===== config.mk =====
export PLATFORM = sky130hd
export DESIGN_NAME = uart_rx
export DESIGN_NICKNAME = d
export VERILOG_FILES = /design/src/rtl/uart_rx.sv
export SDC_FILE = /design/constraint.sdc
export NUM_CORES = 1
export LEC_CHECK = 0
export CAP_MARGIN = 15
export CORE_ASPECT_RATIO = 1.5
export CORE_MARGIN = 3
export CORE_UTILIZATION = 55
export CTS_BUF_LIST = sky130_fd_sc_hd__clkbuf_4
export DETAILED_ROUTE_END_ITERATION = 10
export PLACE_DENSITY = 0.76
export SETUP_SLACK_MARGIN = 0.3
export SKIP_CTS_REPAIR_TIMING = 1
export SLEW_MARGIN = 20
export SYNTH_ARGS = -nofsm -noshare
export SYNTH_HDL_FRONTEND = slang
export SYNTH_SLANG_ARGS = --single-unit

===== constraint.sdc =====
create_clock -name clk -period 2.8 [get_ports clk]
set_clock_uncertainty 0.1 [all_clocks]
set_input_delay 0.42 -clock clk [delete_from_list [all_inputs] [get_ports clk]]
set_output_delay 0.42 -clock clk [all_outputs]
set_load 0.05 [all_outputs]

===== src/rtl/uart_rx.sv =====
// uart_rx: 8N1 receiver with a byte FIFO behind a single bus status/data register.
// Define UART_RX_PARITY_EN to add an even-parity bit (8E1 framing, parity_err in dout[11]).
module uart_rx #(
  parameter int CLKS_PER_BIT = 174,
  parameter int FIFO_DEPTH   = 16
) (
  input  logic        clk,
  input  logic        rst_n,
  input  logic        rxd,
  input  logic        valid,
  input  logic        wr,
  input  logic [31:0] din,
  output logic [31:0] dout,
  output logic        irq
);

  localparam int CW = $clog2(CLKS_PER_BIT);
  localparam int AW = $clog2(FIFO_DEPTH);
  localparam logic [CW-1:0] C_LAST  = CW'(CLKS_PER_BIT - 1);
  localparam logic [CW-1:0] C_HALF  = CW'(CLKS_PER_BIT / 2 - 1);
  localparam logic [AW:0]   C_DEPTH = (AW + 1)'(FIFO_DEPTH);

  typedef enum logic [2:0] {
    S_IDLE,
    S_START,
    S_DATA,
`ifdef UART_RX_PARITY_EN
    S_PARITY,
`endif
    S_STOP,
    S_WAIT_IDLE
  } state_t;

  logic [1:0]    r_sync;
  logic          w_rx_s;
  state_t        r_state;
  logic [CW-1:0] r_cnt;
  logic [2:0]    r_bit;
  logic [7:0]    r_shift;
  logic          r_push;
  logic          r_ferr_set;
  logic          r_perr_set;
`ifdef UART_RX_PARITY_EN
  logic          r_par_bad;
`endif

  logic          r_valid_q;
  logic [7:0]    r_mem [FIFO_DEPTH];
  logic [AW-1:0] r_rd_ptr;
  logic [AW-1:0] r_wr_ptr;
  logic [AW:0]   r_count;
  logic          r_frame_err;
  logic          r_overrun;
  logic          r_parity_err;
  logic [31:0]   r_dout;
  logic          r_irq;

  logic          w_rd_start;
  logic          w_wr_start;
  logic          w_flush;
  logic          w_clear;
  logic          w_empty;
  logic          w_full;
  logic          w_pop;
  logic          w_do_push;
  logic          w_ovr_set;
  logic [7:0]    w_head;
  logic [8:0]    w_cnt_ext;
  logic [4:0]    w_cnt_sat;
  logic          w_unused_din;

  assign w_rx_s = r_sync[1];

  always_ff @(posedge clk or negedge rst_n) begin
    if (!rst_n) r_sync <= 2'b11;
    else        r_sync <= {r_sync[0], rxd};
  end

  // Frame FSM; push/error pulses are registered and act on the FIFO one cycle later.
  always_ff @(posedge clk or negedge rst_n) begin
    if (!rst_n) begin
      r_state    <= S_IDLE;
      r_cnt      <= '0;
      r_bit      <= '0;
      r_shift    <= '0;
      r_push     <= 1'b0;
      r_ferr_set <= 1'b0;
      r_perr_set <= 1'b0;
`ifdef UART_RX_PARITY_EN
      r_par_bad  <= 1'b0;
`endif
    end else begin
      r_push     <= 1'b0;
      r_ferr_set <= 1'b0;
      r_perr_set <= 1'b0;
      case (r_state)
        S_IDLE: begin
          r_cnt <= '0;
          if (!w_rx_s) r_state <= S_START;
        end
        S_START: begin
          if (r_cnt == C_HALF) begin
            r_cnt   <= '0;
            r_bit   <= '0;
            r_state <= w_rx_s ? S_IDLE : S_DATA;
          end else begin
            r_cnt <= r_cnt + 1'b1;
          end
        end
        S_DATA: begin
          if (r_cnt == C_LAST) begin
            r_cnt   <= '0;
            r_shift <= {w_rx_s, r_shift[7:1]};
            r_bit   <= r_bit + 1'b1;
`ifdef UART_RX_PARITY_EN
            if (r_bit == 3'd7) r_state <= S_PARITY;
`else
            if (r_bit == 3'd7) r_state <= S_STOP;
`endif
          end else begin
            r_cnt <= r_cnt + 1'b1;
          end
        end
`ifdef UART_RX_PARITY_EN
        S_PARITY: begin
          if (r_cnt == C_LAST) begin
            r_cnt     <= '0;
            r_par_bad <= ^{r_shift, w_rx_s};
            r_state   <= S_STOP;
          end else begin
            r_cnt <= r_cnt + 1'b1;
          end
        end
`endif
        S_STOP: begin
          if (r_cnt == C_LAST) begin
            r_cnt <= '0;
            if (w_rx_s) begin
`ifdef UART_RX_PARITY_EN
              r_perr_set <= r_par_bad;
              r_push     <= ~r_par_bad;
`else
              r_push     <= 1'b1;
`endif
              r_state <= S_IDLE;
            end else begin
              r_ferr_set <= 1'b1;
              r_state    <= S_WAIT_IDLE;
            end
          end else begin
            r_cnt <= r_cnt + 1'b1;
          end
        end
        S_WAIT_IDLE: begin
          if (w_rx_s) r_state <= S_IDLE;
        end
        default: r_state <= S_IDLE;
      endcase
    end
  end

  assign w_rd_start   = valid & ~wr & ~r_valid_q;
  assign w_wr_start   = valid &  wr & ~r_valid_q;
  assign w_flush      = w_wr_start & din[1];
  assign w_clear      = w_wr_start & din[0];
  assign w_empty      = (r_count == '0);
  assign w_full       = (r_count == C_DEPTH);
  assign w_pop        = w_rd_start & ~w_empty;
  // A simultaneous pop frees the slot, so a push into a full FIFO is not an overrun then.
  assign w_do_push    = r_push & ~w_flush & (~w_full | w_pop);
  assign w_ovr_set    = r_push & ~w_flush & w_full & ~w_pop;
  assign w_head       = w_empty ? 8'h00 : r_mem[r_rd_ptr];
  assign w_cnt_ext    = 9'(r_count);
  assign w_cnt_sat    = (w_cnt_ext > 9'd31) ? 5'd31 : w_cnt_ext[4:0];
  assign w_unused_din = ^din[31:2];

  always_ff @(posedge clk) begin
    if (w_do_push) r_mem[r_wr_ptr] <= r_shift;
  end

  always_ff @(posedge clk or negedge rst_n) begin
    if (!rst_n) begin
      r_valid_q    <= 1'b0;
      r_rd_ptr     <= '0;
      r_wr_ptr     <= '0;
      r_count      <= '0;
      r_frame_err  <= 1'b0;
      r_overrun    <= 1'b0;
      r_parity_err <= 1'b0;
      r_dout       <= '0;
      r_irq        <= 1'b0;
    end else begin
      r_valid_q <= valid;
      r_irq     <= ~w_empty;
      if (w_flush) begin
        r_rd_ptr <= '0;
        r_wr_ptr <= '0;
        r_count  <= '0;
      end else begin
        if (w_pop)     r_rd_ptr <= r_rd_ptr + 1'b1;
        if (w_do_push) r_wr_ptr <= r_wr_ptr + 1'b1;
        case ({w_do_push, w_pop})
          2'b10:   r_count <= r_count + 1'b1;
          2'b01:   r_count <= r_count - 1'b1;
          default: r_count <= r_count;
        endcase
      end
      r_frame_err  <= (r_frame_err  & ~w_clear) | r_ferr_set;
      r_overrun    <= (r_overrun    & ~w_clear) | w_ovr_set;
      r_parity_err <= (r_parity_err & ~w_clear) | r_perr_set;
      if (w_rd_start)
        r_dout <= {11'b0, w_cnt_sat, 4'b0, r_parity_err, r_overrun, r_frame_err,
                   ~w_empty, w_head};
    end
  end

  assign dout = r_dout;
  assign irq  = r_irq;

endmodule


### After elaboration in Yosys (flattened, before gate mapping)

Memories as Yosys holds them, arrays and structs flattened.
Cells that the tools add are included.

| word-level totals | value |
|---|---|
| input port bits | 37 |
| register bits after elaboration | 61 |
| memories | 1 |
| memory bits (read-only) | 0 |
| bits in latches | 0 |
| RAM bits | 128 |

Memories:

| memory | words | bits a word | rd ports | clocked after memory_dff | write ports | line | RTL |
|---|---|---|---|---|---|---|---|
| r_mem | 16 | 8 | 1 | 0 | 1 | 48 | `logic [7:0] r_mem [FIFO_DEPTH];` |

| cells by class | value |
|---|---|
| bitwise operators | 24 |
| order comparisons | 1 |
| multiplexer cells | 31 |
| multipliers | 0 |
| add/subtract/negate cells | 6 |
| div/mod/pow operators | 0 |
| equal/unequal tests | 16 |
| reduce and logical (&&, ||, !) cells | 11 |
| shifts and indexed selects | 0 |

Operator list:

| operator | count |
|---|---|
| 2-to-1 mux 3 bit | 9 |
| 2-to-1 mux 8 bit | 3 |
| one-hot mux 8 bit (3 select lines) | 1 |
| 2-to-1 mux 4 bit | 4 |
| one-hot mux 3 bit (5 select lines) | 1 |
| bitwise AND 1 bit | 14 |
| != test 2 bit, second input constant | 6 |
| 2-to-1 mux 5 bit | 2 |
| one-hot mux 5 bit (2 select lines) | 1 |
| adder 4 x 1 -> 4 bit, second input constant | 2 |
| adder 8 x 1 -> 8 bit, second input constant | 1 |
| equality test 8 x 7 -> 1 bit, second input constant | 1 |
| equality test 8 bit, second input constant | 1 |
| 2-to-1 mux 1 bit | 8 |
| inverter 1 bit | 7 |
| equality test 3 x 2 -> 1 bit, second input constant | 2 |
| equality test 3 bit, second input constant | 2 |
| one-hot mux 3 bit (2 select lines) | 1 |
| AND reduction 6 bit | 1 |
| nonzero test 2 bit | 3 |
| nonzero test 3 bit | 2 |
| adder 5 x 1 -> 5 bit, second input constant | 1 |
| equality test 5 bit, second input constant | 1 |
| greater-than comparator 5 bit, second input constant | 1 |
| 12 further kinds | 14 |

### Longest topological paths before layout

Gate-level depths: netlist of the first run.

| logic depth | value |
|---|---|
| depth after elaboration | 9 |
| mapped depth | 10 |
| depth with buffers taken out | 8 |

### Worst setup path after synthesis of the first run

No wires, ideal clock.

| path | value |
|---|---|
| kind | input port to flip-flop |
| from | input port wr |
| to | memory r_mem[10][0], enable pin |
| setup slack | 0.206 ns |
| cell stages on the path | 6 |
| arrival time | 2.114 ns |
| data required time | 2.320 ns |
| cell sequence | or3b_1 buf_6 and3_1 or3_1 buf_6 nor4_2 |

| between the ends | value |
|---|---|
| longest elaborated chain between the ends | 8 |
| elaborated cells between the ends (all ways) | 13 |
| classes of those cells | mux: 2; bitwise: 11 |

Ends and longest elaborated chain:

| item | line | RTL |
|---|---|---|
| start, declared | 11 | `input logic wr,` |
| bitwise AND 1 bit or inverter 1 bit (tied branches) | 163, 162 |  |
| bitwise AND 1 bit, on equally long branches | 163, 162 |  |
| bitwise AND 1 bit, on equally long branches | 164, 162 |  |
| inverter 1 bit or bitwise AND 1 bit (tied branches) | 170, 168 |  |
| bitwise AND 1 bit or OR 1 bit (tied branches) | 170 | `assign w_do_push = r_push & ~w_flush & (~w_full \| w_pop);` |
| bitwise AND 1 bit (*) | 170 |  |
| 2-to-1 mux 1 bit (*) | 178 | `if (w_do_push) r_mem[r_wr_ptr] <= r_shift;` |
| 2-to-1 mux 1 bit (implied by the code) (*) | 178 |  |
| end, declared | 48 |  |

Mark *: on every way between the ends. The rest lies on a longest branch, timed or not.

### Worst setup path after layout of the first run

| path | value |
|---|---|
| from | register r_valid_q |
| to | memory r_mem[3][1], enable pin |

| between the ends | value |
|---|---|
| longest elaborated chain between the ends | 8 |
| elaborated cells between the ends (all ways) | 11 |
| classes of those cells | mux: 2; bitwise: 9 |

Ends and longest elaborated chain:

| item | line | RTL |
|---|---|---|
| start, declared | 47 | `logic r_valid_q;` |
| start signal, assigned | 193 | `r_valid_q <= valid;` |
| inverter 1 bit (*) | 162, 163 |  |
| bitwise AND 1 bit | 163 | `assign w_wr_start = valid & wr & ~r_valid_q;` |
| bitwise AND 1 bit | 164 | `assign w_flush = w_wr_start & din[1];` |
| inverter 1 bit | 170 |  |
| bitwise AND 1 bit | 170 |  |
| bitwise AND 1 bit (*) | 170 |  |
| 2-to-1 mux 1 bit (*) | 178 |  |
| 2-to-1 mux 1 bit (implied by the code) (*) | 178 |  |

Marked as above.

==> flow_metrics.tcl, run 1 <==
set metrics [dict create \
    status "finished, final reports clean" \
    comb_power_share_pct 5.1 \
    leakagePower_nw 3.40 \
    start_util_pct 56.3 \
    dieArea_mm2 0.0164 \
    cp-end-kind "register" \
    drv_slew 0 \
    fin_nets 624 \
    rsz0062_at_grt "true" \
    seq_area_frac_synth_pct 65.7 \
    timing.critical_path.mode_cell "buf_4" \
    power_switching_share_pct 24.3 \
    htreeDepth 4 \
    power.density_mw_per_mm2 509 \
    crit_slowest_cell "dfrtp_1" \
    num_io_pins 70 \
    max-cap-violations 0 \
    hold_viol 0 \
    antenna_found_initial 1 \
    root_buffer "clkbuf_4" \
    path_clk_slew_ns 0.16 \
    startpoint_type "register" \
    core_mm2 0.0145 \
    row_count 54 \
    drt-wirelength-per-cell_um 20.5 \
    hold_ws_ns 0.144 \
    dr.pass1.iters 4 \
    worst-path-stages 6 \
    syn_area_mm2 0.00818 \
    required_ns 2.98 \
    critPathBufInv 2 \
    gr-usage-all-layers_pct 20.7 \
    fin_crit_ns 2.45 \
    slew_headroom_pct 56.5 \
    fin_crit_sh_pct 87.4 \
    critPathTopFamily "simple AND/OR/NAND/NOR gates" \
    synthTopCellsByArea "edfxtp_1, dfrtp_1, mux4_2" \
    vias 4618 \
    p_sw_mw 1.14 \
    setup_viol 0 \
    die_x_um 106 \
    synth_flop_cell "edfxtp_1" \
    grt_pass1_wl_um 25700 \
    p_seq_share_pct 63.5 \
    p_int_mw 3.55 \
    io_buffers 24 \
    worst_pin_slew_ns 0.652 \
    max-vdd-ir-drop_uv 381 \
    yosys.area.top_type_share_pct 47.0 \
    synth.avg_cell_area_um2 15.7 \
    grt_pass1_vias 4703 \
    async_reset_ff_share_pct 32.3 \
    cts_tree "built" \
    max_clock_freq_mhz 409 \
    wl_um 16100 \
    synth.distinct_cells 62 \
    cp_cell_sequence "or3b_4, and3_1, or3_1, buf_4, nor4_2, buf_4" \
    syn_inst 521 \
    cts_buffer_depth 2 \
    ys_ff_latch 189 \
    crit_fanout 8 \
    hold_class "input pin to asynchronous set/reset pin" \
    area_delta_synth_final_pct 12.6 \
    drc 0 \
    fin_util_pct 63.4 \
    place_congestion 0.823 \
    grt_max_degree 28 \
    cp_data_arrival_time_ns 2.63 \
    fillers 1012 \
    cts_sinks 189 \
    clock_latency_ns 0.56 \
    hpwl_um 11200 \
    ys_warn_count 0 \
    multi_input_area_mm2 0.00257 \
    seq_area_mm2 0.00538 \
    ant_nets 0 \
    grt_overflow 0 \
    cts_buffers 17 \
    drive_above_1_share_pct 23.8 \
    synth-edff-count 128 \
    drtIter0Drc 322 \
    worstRegToRegCells 6 \
    p_clk_share_pct 31.4 \
    drt-vias-per-instance 5.88 \
    cpPeakStageDelay_ns 0.47 \
    yosysTopAreaCell "edfxtp_1" \
    die_h_um 155 \
    setup.worst_path.class "register to register" \
]
layer usage:
layer | wire length (um) | share of wire (%) | global-route usage [%] | vias up
li1 | - | - | - | 2099
met1 | 6040 | 37 | 25.2 | 2351
met2 | 8930 | 55 | 37.0 | 138
met3 | 680 | 4.2 | 2.78 | 30
met4 | 472 | 2.9 | 8.52 | 0
met5 | 0 | 0 | 0 | -
metrics by stage:
stage               cell area (um^2)  setup WS (ns)  setup TNS [ns]  power (mW)  cells
floorplan                       8230          0.206               0        3.21    535
global placement                8860         -0.133           -6.17        3.27    751
detailed placement              8860         -0.144           -7.22        3.28    751
CTS                             9160          0.352               0        4.73    783
global route                    9210          0.245               0        4.85    785
finish                          9210          0.353               0        4.69    785
Yosys cell counts (2+ instances only):
cell type  number
nand4_1         3
mux2i_1        29
nand3_1        13
buf_6           2
dfrtp_1        59
or4_1           3
a21oi_1        13
xor2_1          2
edfxtp_1      128
nor4_2          9
or3_1           2
clkbuf_1       12
ha_1           12
or3b_1          2
nand2_1        20
o21ai_0        12
a211oi_1        4
buf_4          15
a31oi_1         4
mux4_2         32
and3_1          5
o22ai_1         3
mux2_2         14
buf_1           2
nand3b_1        2
nor2_1         22
buf_2          11
o21bai_1        2
nor4_1          4
a22o_1          8
dfstp_2         2
and2_1          5
a22oi_1         3
xnor2_1         4
and4b_1         3
a21o_1          3
o31ai_1         2
inv_1          22
nor3_1          5
cells in the final DEF, fill, tap and decap left out, types with 7 or more instances in the layout:
cell,n
clkdlybuf4s50_1,23
ha_1,11
clkbuf_4,17
nor2_1,22
nand2_1,20
conb_1,15
dfrtp_1,57
inv_1,22
nand3_1,13
o21ai_0,12
mux4_2,32
mux2_2,14
buf_4,29
a22o_1,8
buf_12,8
nor4_2,7
a21oi_1,12
mux2i_1,29
edfxtp_1,128
state kept, by name, summed over array words and instances, names as in the netlist:
register and flops:
r_ferr_set 1, irq 1, r_wr_ptr 4, r_mem 128, r_sync 2, r_shift 8, r_valid_q 1, dout 17
r_bit 3, r_frame_err 1, r_count 5, r_rd_ptr 4, r_cnt 8, r_overrun 1, r_state 3, r_parity_err 1
r_push 1
cell families after synthesis:
| logic type | share of synthesized area [%] |
|---|---|
| buffers and inverters | 3.98 |
| and+or+nand+nor | 7.82 |
| other | 0.0458 |
| muxes | 14.4 |
| AOI/OAI and AO/OA | 5.58 |
| DFF | 65.7 |
| xor gates and xnor gates | 0.642 |
| adders and majority gates | 1.84 |
power by group through the flow:
stage | logic, mW | registers [mW] | clock network (mW)
floorplan | 0.186 | 3.02 | 0
global placement | 0.232 | 3.04 | 0
detailed placement | 0.236 | 3.04 | 0
CTS | 0.238 | 2.98 | 1.51
global route | 0.252 | 2.98 | 1.62
finish | 0.237 | 2.98 | 1.47
final timing paths:
path                       slack (ns)          end      start
max                              0.35  r_mem[3][1]  r_valid_q
min                              0.14  r_frame_err      rst_n
max reg2reg                      0.35  r_mem[3][1]  r_valid_q
min reg2reg                      0.27    r_sync[1]  r_sync[0]
max in group asynchronous        1.77  r_rd_ptr[2]      rst_n
min in group clk                 0.15    r_sync[0]        rxd
layout make-up:
type	instances	share of cell area, %
Sequential cell	189	58.3
Multi-Input combinational cell	282	27.9
Timing Repair Buffer	63	6.89
Tap cell	196	2.66
Clock inverter	15	1.87
Clock buffer	17	1.39
Inverter	22	0.896
Antenna cell	1	0.0272
Note: power is estimated with default switching activity, not from simulation.
==> inputs of run 2 (changes only) <==
HOLD_SLACK_MARGIN = 0.02   (was not set)
PLACE_DENSITY = 0.73   (was 0.76)
==> run 2 against run 1 <==
Net effect:
- sequential power about the same
- sequential cell count unchanged
- first-iteration DRC count down 10%
- fmax up 2.4%
- routed wire length down 5.9%
- clock-buffer cell count up 4
- power down 0.55%
- utilization down 0.32 points
- hold slack better by 0.025 ns
- global-route usage down 1.1 points
- combinational power about the same
- die area unchanged
- highest routed layer unchanged
==> flow_metrics.tcl, run 2 (synthesis results as in run 1) <==
set metrics [dict create \
    row_count 54 \
    cts_sinks 189 \
    worstRegToRegCells 6 \
    final_common_cell "edfxtp_1" \
    cts_tree "built" \
    status "finished, final reports clean" \
    r2r-start "r_valid_q" \
    path_clk_slew_ns 0.14 \
    cp_data_arrival_time_ns 2.55 \
    fin_nets 621 \
    startpoint_type "register" \
    antenna_found_initial 1 \
    core_mm2 0.0145 \
    wl_um 15200 \
    root_buffer "clkbuf_4" \
    dieArea_mm2 0.0164 \
    hold_viol 0 \
    place_congestion 0.808 \
    top_register "r_mem" \
    gr-usage-all-layers_pct 19.6 \
    max_clock_freq_mhz 418 \
    cts_buffer_depth 2 \
    ant_nets 0 \
    dpl-instance-area_mm2 0.00882 \
    setup.worst_path.class "register to register" \
    hold_class "input pin to register" \
    drt-wirelength-per-cell_um 19.4 \
    num_io_pins 70 \
    leakagePower_nw 3.37 \
    crit-reg2reg-capture "r_mem[8][5]" \
    most-common-layout-cells "edfxtp_1, dfrtp_1, mux4_2" \
    stdcell_area_mm2 0.00917 \
    htreeDepth 4 \
    drive_above_1_share_pct 23.8 \
    setup_viol 0 \
    slew_headroom_pct 56.2 \
    fin_crit_ns 2.39 \
    grt_overflow 0 \
    final_cells 782 \
    fillers 1064 \
    reg2reg_slack_ns 0.41 \
    cp-end-kind "register" \
    crit_fanout 8 \
    required_ns 2.96 \
    cts_buffers 17 \
    max-cap-violations 0 \
    start_util_pct 56.3 \
    die_h_um 155 \
    clock_latency_ns 0.55 \
    area_delta_synth_final_pct 12.1 \
    dr.pass1.iters 4 \
    worstSetupEndpoint "r_mem[8][5]" \
    dp_cells 748 \
    vias 4556 \
    grt_pass1_vias 4678 \
    worst_pin_slew_ns 0.656 \
    hpwl_um 10500 \
    drc 0 \
    drv_slew 0 \
    max-vdd-ir-drop_uv 268 \
    die_x_um 106 \
    grt_max_degree 40 \
    io_buffers 24 \
    power.density_mw_per_mm2 509 \
    drt-vias-per-instance 5.83 \
    fin_crit_sh_pct 85.4 \
    rsz0062_at_grt "false" \
    drtIter0Drc 289 \
    startpoint "r_valid_q" \
    grt_pass1_wl_um 24500 \
    largest_reg_flops 128 \
]
## run 2: metrics by stage
stage	setup WS, ns	TNS [ns]	hold slack, ns	power (mW)	utilization [%]
floorplan	0.206	0	0.0244	3.21	-
global placement	-0.114	-6.29	0.246	3.26	60.7
detailed placement	-0.181	-9.35	0.247	3.27	60.7
CTS	0.278	0	-0.303	4.71	62.7
global route	0.301	0	0.130	4.83	63.1
finish	0.410	0	0.169	4.67	63.1
## run 2: final cells by class
type,instances,area [um^2],area share [%]
clock inverters,11,131,1.43
repair buffers,60,596,6.50
multi-input cells,282,2570,28.1
diodes,1,2.50,0.0273
clock buffers,21,158,1.72
inverters,22,82.6,0.901
flip-flops and latches,189,5380,58.7
well taps,196,245,2.68
## run 2: worst min path at each step
stage,startpoint,endpoint,slack (ns),depth (start not counted)
floorplan,rst_n,dout[0],0.02,0
global placement,r_sync[0],r_sync[1],0.25,0
detailed placement,r_sync[0],r_sync[1],0.25,0
CTS,rst_n,dout[3],-0.30,1
global route,rxd,r_sync[0],0.13,1
finish,rxd,r_sync[0],0.17,1
## run 2: critical path, cell delays in order (launching register included)
cell and delay (ns):
dfrtp_2 0.46, or3b_4 0.41, and3_1 0.21, or3_1 0.35, buf_4 0.19, nor4_2 0.16
buf_4 0.23
## run 2: report_power, final
group | switching (mW) | internal, mW
Combinational | 0.141 | 0.0938
Clock | 0.880 | 0.581
Sequential | 0.0102 | 2.96
## run 2: per-layer routing
layer / up-vias / wire length [um] / track usage [%]
met5: - / 0 / 0
met4: 0 / 424 / 9.38
met3: 28 / 423 / 3.20
met2: 93 / 8670 / 35.4
met1: 2349 / 5650 / 22.6
li1: 2086 / - / -
==> inputs of run 3 (changes only) <==
SKIP_LAST_GASP = 1   (was not set)
==> results of run 3 <==
Final layout, timing and power as in run 2 (identical DEF).
